==> config.mk <==
export PLATFORM = sky130hd
export DESIGN_NAME = serial_mag_comparator_flat
export DESIGN_NICKNAME = d
export VERILOG_FILES = /design/src/rtl/serial_mag_comparator_if.sv /design/src/rtl/serial_mag_comparator.sv /design/src/flat_wrapper.sv
export SDC_FILE = /design/constraint.sdc
export NUM_CORES = 1
export LEC_CHECK = 0
export CAP_MARGIN = 40
export CORE_ASPECT_RATIO = 0.75
export CORE_MARGIN = 2
export CORE_UTILIZATION = 47
export CTS_BUF_LIST = sky130_fd_sc_hd__clkbuf_4
export CTS_CLUSTER_SIZE = 24
export DETAILED_ROUTE_END_ITERATION = 12
export PLACE_DENSITY_LB_ADDON = 0.1
export SETUP_SLACK_MARGIN = 0.2
export SLEW_MARGIN = 20
export SYNTH_ARGS = -nofsm -noshare
export SYNTH_HDL_FRONTEND = slang
export SYNTH_SLANG_ARGS = --single-unit
==> constraint.sdc <==
create_clock -name clk -period 1.4 [get_ports clk]
set_input_delay 0.14 -clock clk [delete_from_list [all_inputs] [get_ports clk]]
set_output_delay 0.14 -clock clk [all_outputs]
set_load 0.01 [all_outputs]
==> src/rtl/serial_mag_comparator_if.sv <==
// Handshake and operand/result bundle for the bit-serial magnitude comparator.
// The master drives a request with operands; the slave returns status and result.
interface serial_mag_comparator_if #(
  parameter int WIDTH = 16
);
  logic             start;
  logic [WIDTH-1:0] A;
  logic [WIDTH-1:0] B;
  logic             busy;
  logic             done;
  logic             Greater;
  logic             Equal;

  modport master (output start, A, B, input busy, done, Greater, Equal);
  modport slave  (input start, A, B, output busy, done, Greater, Equal);
endinterface

==> src/rtl/serial_mag_comparator.sv <==
// Bit-serial unsigned magnitude comparator: scans both operands LSB-first, one bit per clock,
// and reports Greater/Equal with a one-cycle done strobe after WIDTH cycles.
module serial_mag_comparator #(
  parameter int WIDTH = 16,
  parameter int CNTW  = 5
) (
  input logic                    clk,
  input logic                    rst_n,
  serial_mag_comparator_if.slave bus
);

  typedef enum logic [1:0] {IDLE, RUN, DONE} state_t;

  state_t           state;
  logic [WIDTH-1:0] sa;
  logic [WIDTH-1:0] sb;
  logic [CNTW-1:0]  count;
  logic             gt;
  logic             eq;
  logic             gt_next;
  logic             eq_next;
  logic             last_bit;

  // A differing bit at a higher position overrides whatever the lower bits decided.
  always_comb begin
    gt_next = gt;
    eq_next = eq;
    if (sa[0] != sb[0]) begin
      gt_next = sa[0];
      eq_next = 1'b0;
    end
  end

  assign last_bit = (count == CNTW'(WIDTH - 1));

  always_ff @(posedge clk or negedge rst_n) begin
    if (!rst_n) begin
      state       <= IDLE;
      sa          <= '0;
      sb          <= '0;
      count       <= '0;
      gt          <= 1'b0;
      eq          <= 1'b0;
      bus.busy    <= 1'b0;
      bus.done    <= 1'b0;
      bus.Greater <= 1'b0;
      bus.Equal   <= 1'b0;
    end else begin
      bus.done <= 1'b0;
      case (state)
        IDLE, DONE: begin
          if (bus.start) begin
            sa       <= bus.A;
            sb       <= bus.B;
            count    <= '0;
            gt       <= 1'b0;
            eq       <= 1'b1;
            bus.busy <= 1'b1;
            state    <= RUN;
          end else begin
            state <= IDLE;
          end
        end
        RUN: begin
          gt    <= gt_next;
          eq    <= eq_next;
          sa    <= sa >> 1;
          sb    <= sb >> 1;
          count <= count + 1'b1;
          // The final bit is folded in directly so the result lands on the edge leaving RUN.
          if (last_bit) begin
            bus.Greater <= gt_next;
            bus.Equal   <= eq_next;
            bus.done    <= 1'b1;
            bus.busy    <= 1'b0;
            state       <= DONE;
          end
        end
        default: state <= IDLE;
      endcase
    end
  end

endmodule
==> src/flat_wrapper.sv <==
// flat-port wrapper written by rule: the top's interface ports become plain ports
module serial_mag_comparator_flat 
#(
  parameter int WIDTH = 16,
  parameter int CNTW  = 5
)
  (clk, rst_n, bus_start, bus_A, bus_B, bus_busy, bus_done, bus_Greater, bus_Equal);
  serial_mag_comparator_if #(.WIDTH(WIDTH)) bus_i ();
  input logic clk;
  input logic rst_n;
  input wire logic [$bits(bus_i.start)-1:0] bus_start;
  input wire logic [$bits(bus_i.A)-1:0] bus_A;
  input wire logic [$bits(bus_i.B)-1:0] bus_B;
  output wire logic [$bits(bus_i.busy)-1:0] bus_busy;
  output wire logic [$bits(bus_i.done)-1:0] bus_done;
  output wire logic [$bits(bus_i.Greater)-1:0] bus_Greater;
  output wire logic [$bits(bus_i.Equal)-1:0] bus_Equal;
  assign bus_i.start = bus_start;
  assign bus_i.A = bus_A;
  assign bus_i.B = bus_B;
  assign bus_busy = bus_i.busy;
  assign bus_done = bus_i.done;
  assign bus_Greater = bus_i.Greater;
  assign bus_Equal = bus_i.Equal;
  serial_mag_comparator #(.WIDTH(WIDTH), .CNTW(CNTW)) u_core (.clk(clk), .rst_n(rst_n), .bus(bus_i));
endmodule
[Yosys cells after proc, flatten, opt, wreduce, memory -nomap -nowiden]
Index checks and enable logic that the tools add are counted.
Storage, ports and cells
  flip-flop bits (word level): 45
  input bits: 35
  output and inout port bits: 4
  word-level logic and storage cells: 42
Cells by class
  add/sub/neg operators: 1
  eq/ne operators: 6
  multiplexer cells: 19
  reductions and logical operators: 6
Operator list (count)
  case mux 16 bit (2 select lines): 2
  2-to-1 mux 16 bit: 2
  case mux 5 bit (2 select lines): 1
  2-to-1 mux 1 bit: 8
  case mux 1 bit (2 select lines): 3
  adder 5 x 1 -> 5 bit (second input constant): 1
  == test 5 x 4 -> 1 bit (second input constant): 1
  2-to-1 mux 5 bit: 1
  case mux 2 bit (2 select lines): 1
  AND reduction 2 bit: 2
  AND reduction 3 bit: 1
  == test 2 x 1 -> 1 bit (second input constant): 1
  == test 2 bit (second input constant): 1
  logical NOT 2 bit: 1
  2-to-1 mux 2 bit: 1
  inequality test 2 x 1 -> 1 bit (second input constant): 1
  inequality test 2 bit (second input constant): 1
  nonzero test 2 bit: 1
  OR reduction 2 bit: 1
  inequality test 1 bit: 1

[Logic depth before layout (Yosys ltp)]
Gate-level depths: netlist (run 1).
  word-level depth: 4
  mapped depth: 6
  mapped depth without buffers: 6

[Least setup slack after synthesis (run 1)]
OpenSTA, ideal clock, no wires.
  kind: reg-to-reg
  start: register u_core.count[0]
  end: register u_core.bus.Greater
  arrival time: 1.404 ns
  data required time: 1.275 ns
  path slack: -0.129 ns
  stages on the path, launching flop included: 7
  buffers on the path: 0
  path through: dfrtp_1 ha_1 and3_1 ha_1 nand3b_1 inv_1 mux2_2
On the way
  longest elaborated chain between the ends: 2
RTL lines
  start, declared: RTL line serial_mag_comparator.sv:17  | logic [CNTW-1:0] count;
  start signal, assigned: RTL line serial_mag_comparator.sv:69  | count <= count + 1'b1;
  == test 5 x 4 -> 1 bit: RTL line serial_mag_comparator.sv:34  | assign last_bit = (count == CNTW'(WIDTH - 1));
  AND reduction 2 bit (no line)
  end signal, assigned: RTL line serial_mag_comparator.sv:72  | bus.Greater <= gt_next;
  end, declared: RTL line serial_mag_comparator_if.sv:15  | modport slave (input start, A, B, output busy, done, Greater, Equal);
Every way passes these cells.
A chain may end at the register's enable or synchronous reset.

[Worst setup path in the final report (run 1)]
  start: register u_core.count[1]
  end: register u_core.bus.Greater
Same word-level chain as after synthesis.

==> impl_metrics.json, run 1 <==
{
  "grt.busiest_layer": "met2",
  "clock_sinks": 45,
  "finalSetupViolCount": 4,
  "synth_nets": 226,
  "synthFlopType": "dfrtp_1",
  "fin_nets": 279,
  "hold_path.class": "input pin to async pin",
  "ioPinCount": 39,
  "grt_usage_pct": 22.3,
  "end_kind": "flop",
  "crit_type": "flop to flop",
  "status": "finished, violations left",
  "path_cells": "ha_2, and3_4, ha_4, nand3b_1, inv_2, mux2_4",
  "ant_nets": 0,
  "antenna_found_initial": 0,
  "failed_checks": "setup timing",
  "cp_data_required_time_ns": 1.65,
  "critPathArrivalTime_ns": 1.76,
  "die-area_sq_um": 4720,
  "syn_inst": 189,
  "start_kind": "flop",
  "tightest_slew_ns": 0.490,
  "whs_ns": 0.277,
  "p_per_area_nw_per_um2": 2120,
  "setup_ws_ns": -0.109,
  "rsz0062_at_grt": "yes",
  "hold_violations": 0,
  "n_antenna_cell": 0,
  "r2r_slack_ns": -0.11,
  "grt_pass1_vias": 1590,
  "p_seq_share_pct": 36.9,
  "path_depth": 6,
  "clockPowerShare_pct": 13.0,
  "numPortBuffers": 38,
  "path_max_fanout": 2,
  "clockBufferDepth": 2,
  "synth_cell_types": 24,
  "p_comb_share_pct": 50.1,
  "drc_errors": 0,
  "drt_iter0_drc": 63,
  "wl_per_cell_um": 17.3,
  "clkTransAtPathRegs_ns": 0.13,
  "fmaxAchievable_mhz": 662,
  "cts_tree": "built",
  "grt-ovfl-total": 0,
  "core_sq_um": 4030,
  "critPathLaunch": "u_core.count[1]",
  "finalMaxSlewViolations": 0,
  "vias": 1665,
  "power_mw": 6.23,
  "drive_above_1_share_pct": 31.3,
  "start_util_pct": 48.8,
  "fin_tns_setup_ns": -0.273,
  "drt-total-wl_um": 5150,
  "clock_latency_ns": 0.36,
  "path_buf_inv": 1,
  "grt_max_degree": 36,
  "maxCapViolations": 0,
  "gp_congestion": 0.776,
  "h-tree-depth": 2,
  "firstDrtPassIters": 4,
  "ys_ff_latch": 45,
  "yosysWarnings": 0,
  "chipWidth_um": 78.7,
  "ctsRootBufferMaster": "clkbuf_4",
  "endpoint": "u_core.bus.Greater",
  "grt_pass1_wl_um": 7850,
  "switching_power_mw": 2.29,
  "use_met2_pct": 36.4,
  "dpl.cell_count": 276,
  "syn-cell-area_sq_um": 1970,
  "cp_top_family": "flip-flops",
  "met3_usage_pct": 5.14,
  "skew_ns": 0.0112,
  "cts_buffers": 5,
  "p_leak_nw": 1.32,
  "rr_worst_depth": 6,
  "use_met1_pct": 29.8,
  "synth_edf_count": 0,
  "layout_min_cycle_time_ns": 1.51,
  "fp-row-count": 20,
  "synth_async_sr_flop_share_pct": 100,
  "post_layout_nonfiller_instances": 298,
  "area_delta_synth_final_pct": 49.1,
  "crit_slowest_cell": "dfrtp_1",
  "dp.final_hpwl_um": 2910,
  "slowest_delay_ns": 0.42,
  "finalCritPeriodShare_pct": 108,
  "nFillCells": 284,
  "rr_startpoint": "u_core.count[1]",
  "die_h_um": 60.0,
  "r2r_end": "u_core.bus.Greater",
  "syn_area_per_cell_sq_um": 10.4,
  "switching_share_pct": 36.8,
  "fin_util_pct": 72.8,
  "ys_seq_area_share_pct": 57.3,
  "viasPerCell": 5.59,
  "slew_headroom_pct": 67.3,
  "internal-power_mw": 3.93,
  "ir_worst_vdd_v": 0.00108
}
cell usage after synthesis, types with 2 or more instances:
cell | count | area (sq um)
mux2i_1 | 2 | 20.0
a22oi_1 | 30 | 225
ha_1 | 2 | 25.0
o21ai_0 | 5 | 25.0
dfrtp_1 | 45 | 1130
a22o_1 | 4 | 35.0
nand3_1 | 31 | 155
buf_2 | 12 | 60.1
nand2_1 | 37 | 139
buf_6 | 4 | 45.0
inv_1 | 3 | 11.3
nand2b_1 | 2 | 12.5
layout make-up:
type | instances | area (sq um) | share of cell area [%]
clock buffers | 6 | 45.0 | 1.54
well taps | 55 | 68.8 | 2.35
flip-flops and latches | 45 | 1130 | 38.4
inverters | 3 | 11.3 | 0.384
repair buffers | 62 | 712 | 24.3
multi-input cells | 125 | 936 | 31.9
clock inverters | 2 | 33.8 | 1.15
worst min path at each step:
stage	to	startpoint	cells after the start	slack [ns]
floorplan	u_core.bus.Equal	rst_n	0	-0.16
global placement	u_core.sa[5]	rst_n	1	0.11
detailed placement	u_core.sa[5]	rst_n	1	0.13
CTS	u_core.sa[5]	rst_n	2	0.27
global route	u_core.sa[5]	rst_n	2	0.31
finish	u_core.sa[5]	rst_n	2	0.28
repair_timing:
item / CTS / global route
hold endpoints to repair: 19 / 0
buffers inserted: 3 / 5
hold buffers: 1 / 0
pin swaps: 2 / 60
gates resized for setup: 30 / 46
endpoints found under the setup margin: 44 / 45
cloned: 3 / 2
flip-flops by register name (all words and copies together), names as in the netlist:
name	count
u_core.gt	1
u_core.state	2
u_core.bus.done	1
u_core.sb	16
u_core.count	5
u_core.bus.Equal	1
u_core.bus.busy	1
u_core.bus.Greater	1
u_core.sa	16
u_core.eq	1
metrics by stage:
step                instance area [sq um]  worst slack (ns)
finish                               2930            -0.109
floorplan                            1970           -0.0916
detailed placement                   2410            -0.112
CTS                                  2670           -0.0725
global route                         2930            -0.149
global placement                     2410           -0.0773
worst reg2reg max path, delay by kind of cell (launching register included):
kind	cells	cell delay [ns]
adders and majority gates	2	0.35
buffers and inverters	1	0.06
DFF	1	0.42
muxes	1	0.29
and+or+nand+nor	2	0.30
layout by cell type (no fill, tap or decap), types with 2 or more instances in the layout:
| master | n |
|---|---|
| buf_12 | 5 |
| buf_8 | 3 |
| mux2i_1 | 2 |
| nand2_2 | 2 |
| nand3_1 | 31 |
| nand2_1 | 35 |
| buf_6 | 5 |
| clkbuf_4 | 6 |
| buf_4 | 7 |
| buf_16 | 2 |
| a22o_1 | 4 |
| a22oi_2 | 30 |
| o21ai_0 | 4 |
| dfrtp_1 | 45 |
| clkdlybuf4s50_1 | 33 |
| inv_2 | 2 |
| dlygate4sd2_1 | 2 |
power by group through the flow:
stage | Clock (mW) | Combinational, mW | Sequential (mW)
global route | 0.870 | 3.38 | 2.35
CTS | 0.809 | 2.50 | 2.20
detailed placement | 0 | 2.02 | 2.23
global placement | 0 | 1.92 | 2.19
floorplan | 0 | 1.50 | 2.16
finish | 0.810 | 3.12 | 2.29
kinds of logic (layout without fill, tap and decap cells):
family                     Yosys count  in the layout  synth area share [%]
and+or+nand+nor                     78             78                  18.2
adders and majority gates            2              2                  1.27
AOI/OAI and AO/OA                   41             41                  15.3
DFF                                 45             45                  57.3
buffers and inverters               19             73                  5.92
xor gates and xnor gates             1              1                 0.445
muxes                                3              3                  1.59
routing by layer:
metal,vias to the layer above,share of wire (%)
met5,-,0
met4,0,1.3
met3,10,3.8
met2,43,50
met1,832,44
li1,780,-
(Power assumes the default switching activity.)
==> run 2, diff against run 1 <==
--- a/config.mk
+++ b/config.mk
@@ -6,7 +6,6 @@
 export NUM_CORES = 1
 export LEC_CHECK = 0
 export CAP_MARGIN = 40
-export CORE_ASPECT_RATIO = 0.75
 export CORE_MARGIN = 2
 export CORE_UTILIZATION = 47
 export CTS_BUF_LIST = sky130_fd_sc_hd__clkbuf_4
==> run 2 against run 1 <==
The flow still finishes with violations (setup timing). Non-clock buffer count grew 9. Highest routed layer unchanged. Design area up 9.1%. Die area down 0.12%. Largest cell class unchanged. Utilization increased by 7.2 points. Sequential power increased by 3%.
==> impl_metrics.json, run 2 (same netlist as run 1, synthesis figures left out) <==
{
  "status": "finished, violations left",
  "failed_checks": "setup timing",
  "p_leak_nw": 1.43,
  "path_cells": "ha_2, and3_4, ha_4, nand3b_1, inv_2, mux2_4",
  "start_util_pct": 49.2,
  "clock_sinks": 45,
  "hold_violations": 0,
  "rr_worst_depth": 6,
  "finalCritPeriodShare_pct": 109,
  "skew_ns": 0.0164,
  "critPathArrivalTime_ns": 1.79,
  "gp_congestion": 0.756,
  "p_per_area_nw_per_um2": 2100,
  "path_depth": 6,
  "cp_data_required_time_ns": 1.66,
  "end_kind": "flop",
  "cts_tree": "built",
  "grt_usage_pct": 22.3,
  "chipWidth_um": 68.7,
  "final_cell_mix": "45 x dfrtp_1, 34 x nand2_1, 33 x clkdlybuf4s50_1, 30 x a22oi_2",
  "drt-total-wl_um": 5750,
  "numPortBuffers": 38,
  "layout_min_cycle_time_ns": 1.53,
  "antenna_found_initial": 0,
  "finalSetupViolCount": 5,
  "crit_type": "flop to flop",
  "area_delta_synth_final_pct": 62.7,
  "ant_nets": 0,
  "hold_path.class": "input pin to async pin",
  "drc_errors": 0,
  "ioPinCount": 39,
  "finalMaxSlewViolations": 0,
  "rsz0062_at_grt": "yes",
  "clkTransAtPathRegs_ns": 0.13,
  "cts_buffers": 5,
  "maxCapViolations": 0,
  "layout_commonest_cell": "dfrtp_1",
  "grt_max_degree": 36,
  "ctsRootBufferMaster": "clkbuf_4",
  "fp-row-count": 23,
  "n_antenna_cell": 0,
  "power_mw": 6.71,
  "firstDrtPassIters": 4,
  "fin_nets": 288,
  "viasPerCell": 5.85,
  "start_kind": "flop",
  "setup_ws_ns": -0.126,
  "core_sq_um": 4000,
  "die_h_um": 68.7,
  "clockBufferDepth": 2,
  "vias": 1768,
  "h-tree-depth": 2,
  "grt_pass1_wl_um": 7620,
  "drive_above_1_share_pct": 40.9,
  "fin_util_pct": 80.0,
  "reg_top3": "u_core.sa: 16 flops, u_core.sb: 16 flops, u_core.count: 5 flops",
  "grt_pass1_vias": 1632,
  "fmaxAchievable_mhz": 655,
  "cp_top_family": "flip-flops",
  "wl_per_cell_um": 19.0,
  "crit_slowest_cell": "dfrtp_1",
  "slowest_delay_ns": 0.42,
  "slew_headroom_pct": 69.5,
  "die-area_sq_um": 4720,
  "grt-ovfl-total": 0,
  "tightest_slew_ns": 0.457,
  "path_buf_inv": 1,
  "path_max_fanout": 2,
  "clock_latency_ns": 0.36,
  "ir_worst_vdd_v": 0.00130,
  "dp.final_hpwl_um": 2960,
  "drt_iter0_drc": 63
}
-- run 2: where the power goes --
part           switching, mW  leakage [nW]  internal, mW  total [mW]
logic                   1.63         0.816          1.93        3.56
registers              0.480         0.566          1.87        2.35
clock network          0.410        0.0433         0.392       0.802
-- run 2: path summary, 6_finish.rpt --
check | start | end | slack (ns)
max in group asynchronous | rst_n | u_core.sa[14] | 0.65
min in group clk | bus_A[8] | u_core.sa[8] | 0.38
min | rst_n | u_core.sb[2] | 0.24
max reg2reg | u_core.count[1] | u_core.bus.Greater | -0.13
max | u_core.count[1] | u_core.bus.Greater | -0.13
min reg2reg | u_core.bus.busy | u_core.bus.busy | 0.52
-- run 2: area by class of cell --
class	count	area, sq um
Tap cell	50	62.6
Timing Repair Buffer	71	876
Inverter	3	11.3
Clock buffer	6	45.0
Clock inverter	2	33.8
Fill cell	217	801
Sequential cell	45	1130
Multi-Input combinational cell	125	1040
-- run 2: metal layers --
layer	vias to the layer above	global-route usage, %	share of wire, %
met5	-	0	0
met4	0	7.84	1.8
met3	11	5.36	4.5
met2	59	37.0	52
met1	897	28.7	41
li1	801	-	-
-- run 2: repair_timing --
item / in CTS / in global routing
cloned: 2 / 7
endpoints found under the hold margin: 18 / 0
pin swaps: 5 / 50
hold buffers: 1 / 0
setup buffers: 5 / 7
endpoints found under the setup margin: 45 / 49
gates resized for setup: 26 / 74
-- run 2: per-stage QoR --
stage	worst slack, ns	hold WS [ns]	cells	area, sq um	setup TNS (ns)
2_1_floorplan	-0.0916	-0.156	189	1970	-0.0916
3_3_place_gp	-0.0829	0.102	272	2410	-0.0829
3_5_place_dp	-0.117	0.116	272	2410	-0.117
4_1_cts	-0.0852	0.255	288	2660	-0.0852
5_1_grt	-0.146	0.252	302	3200	-0.540
6_report	-0.126	0.236	302	3200	-0.374
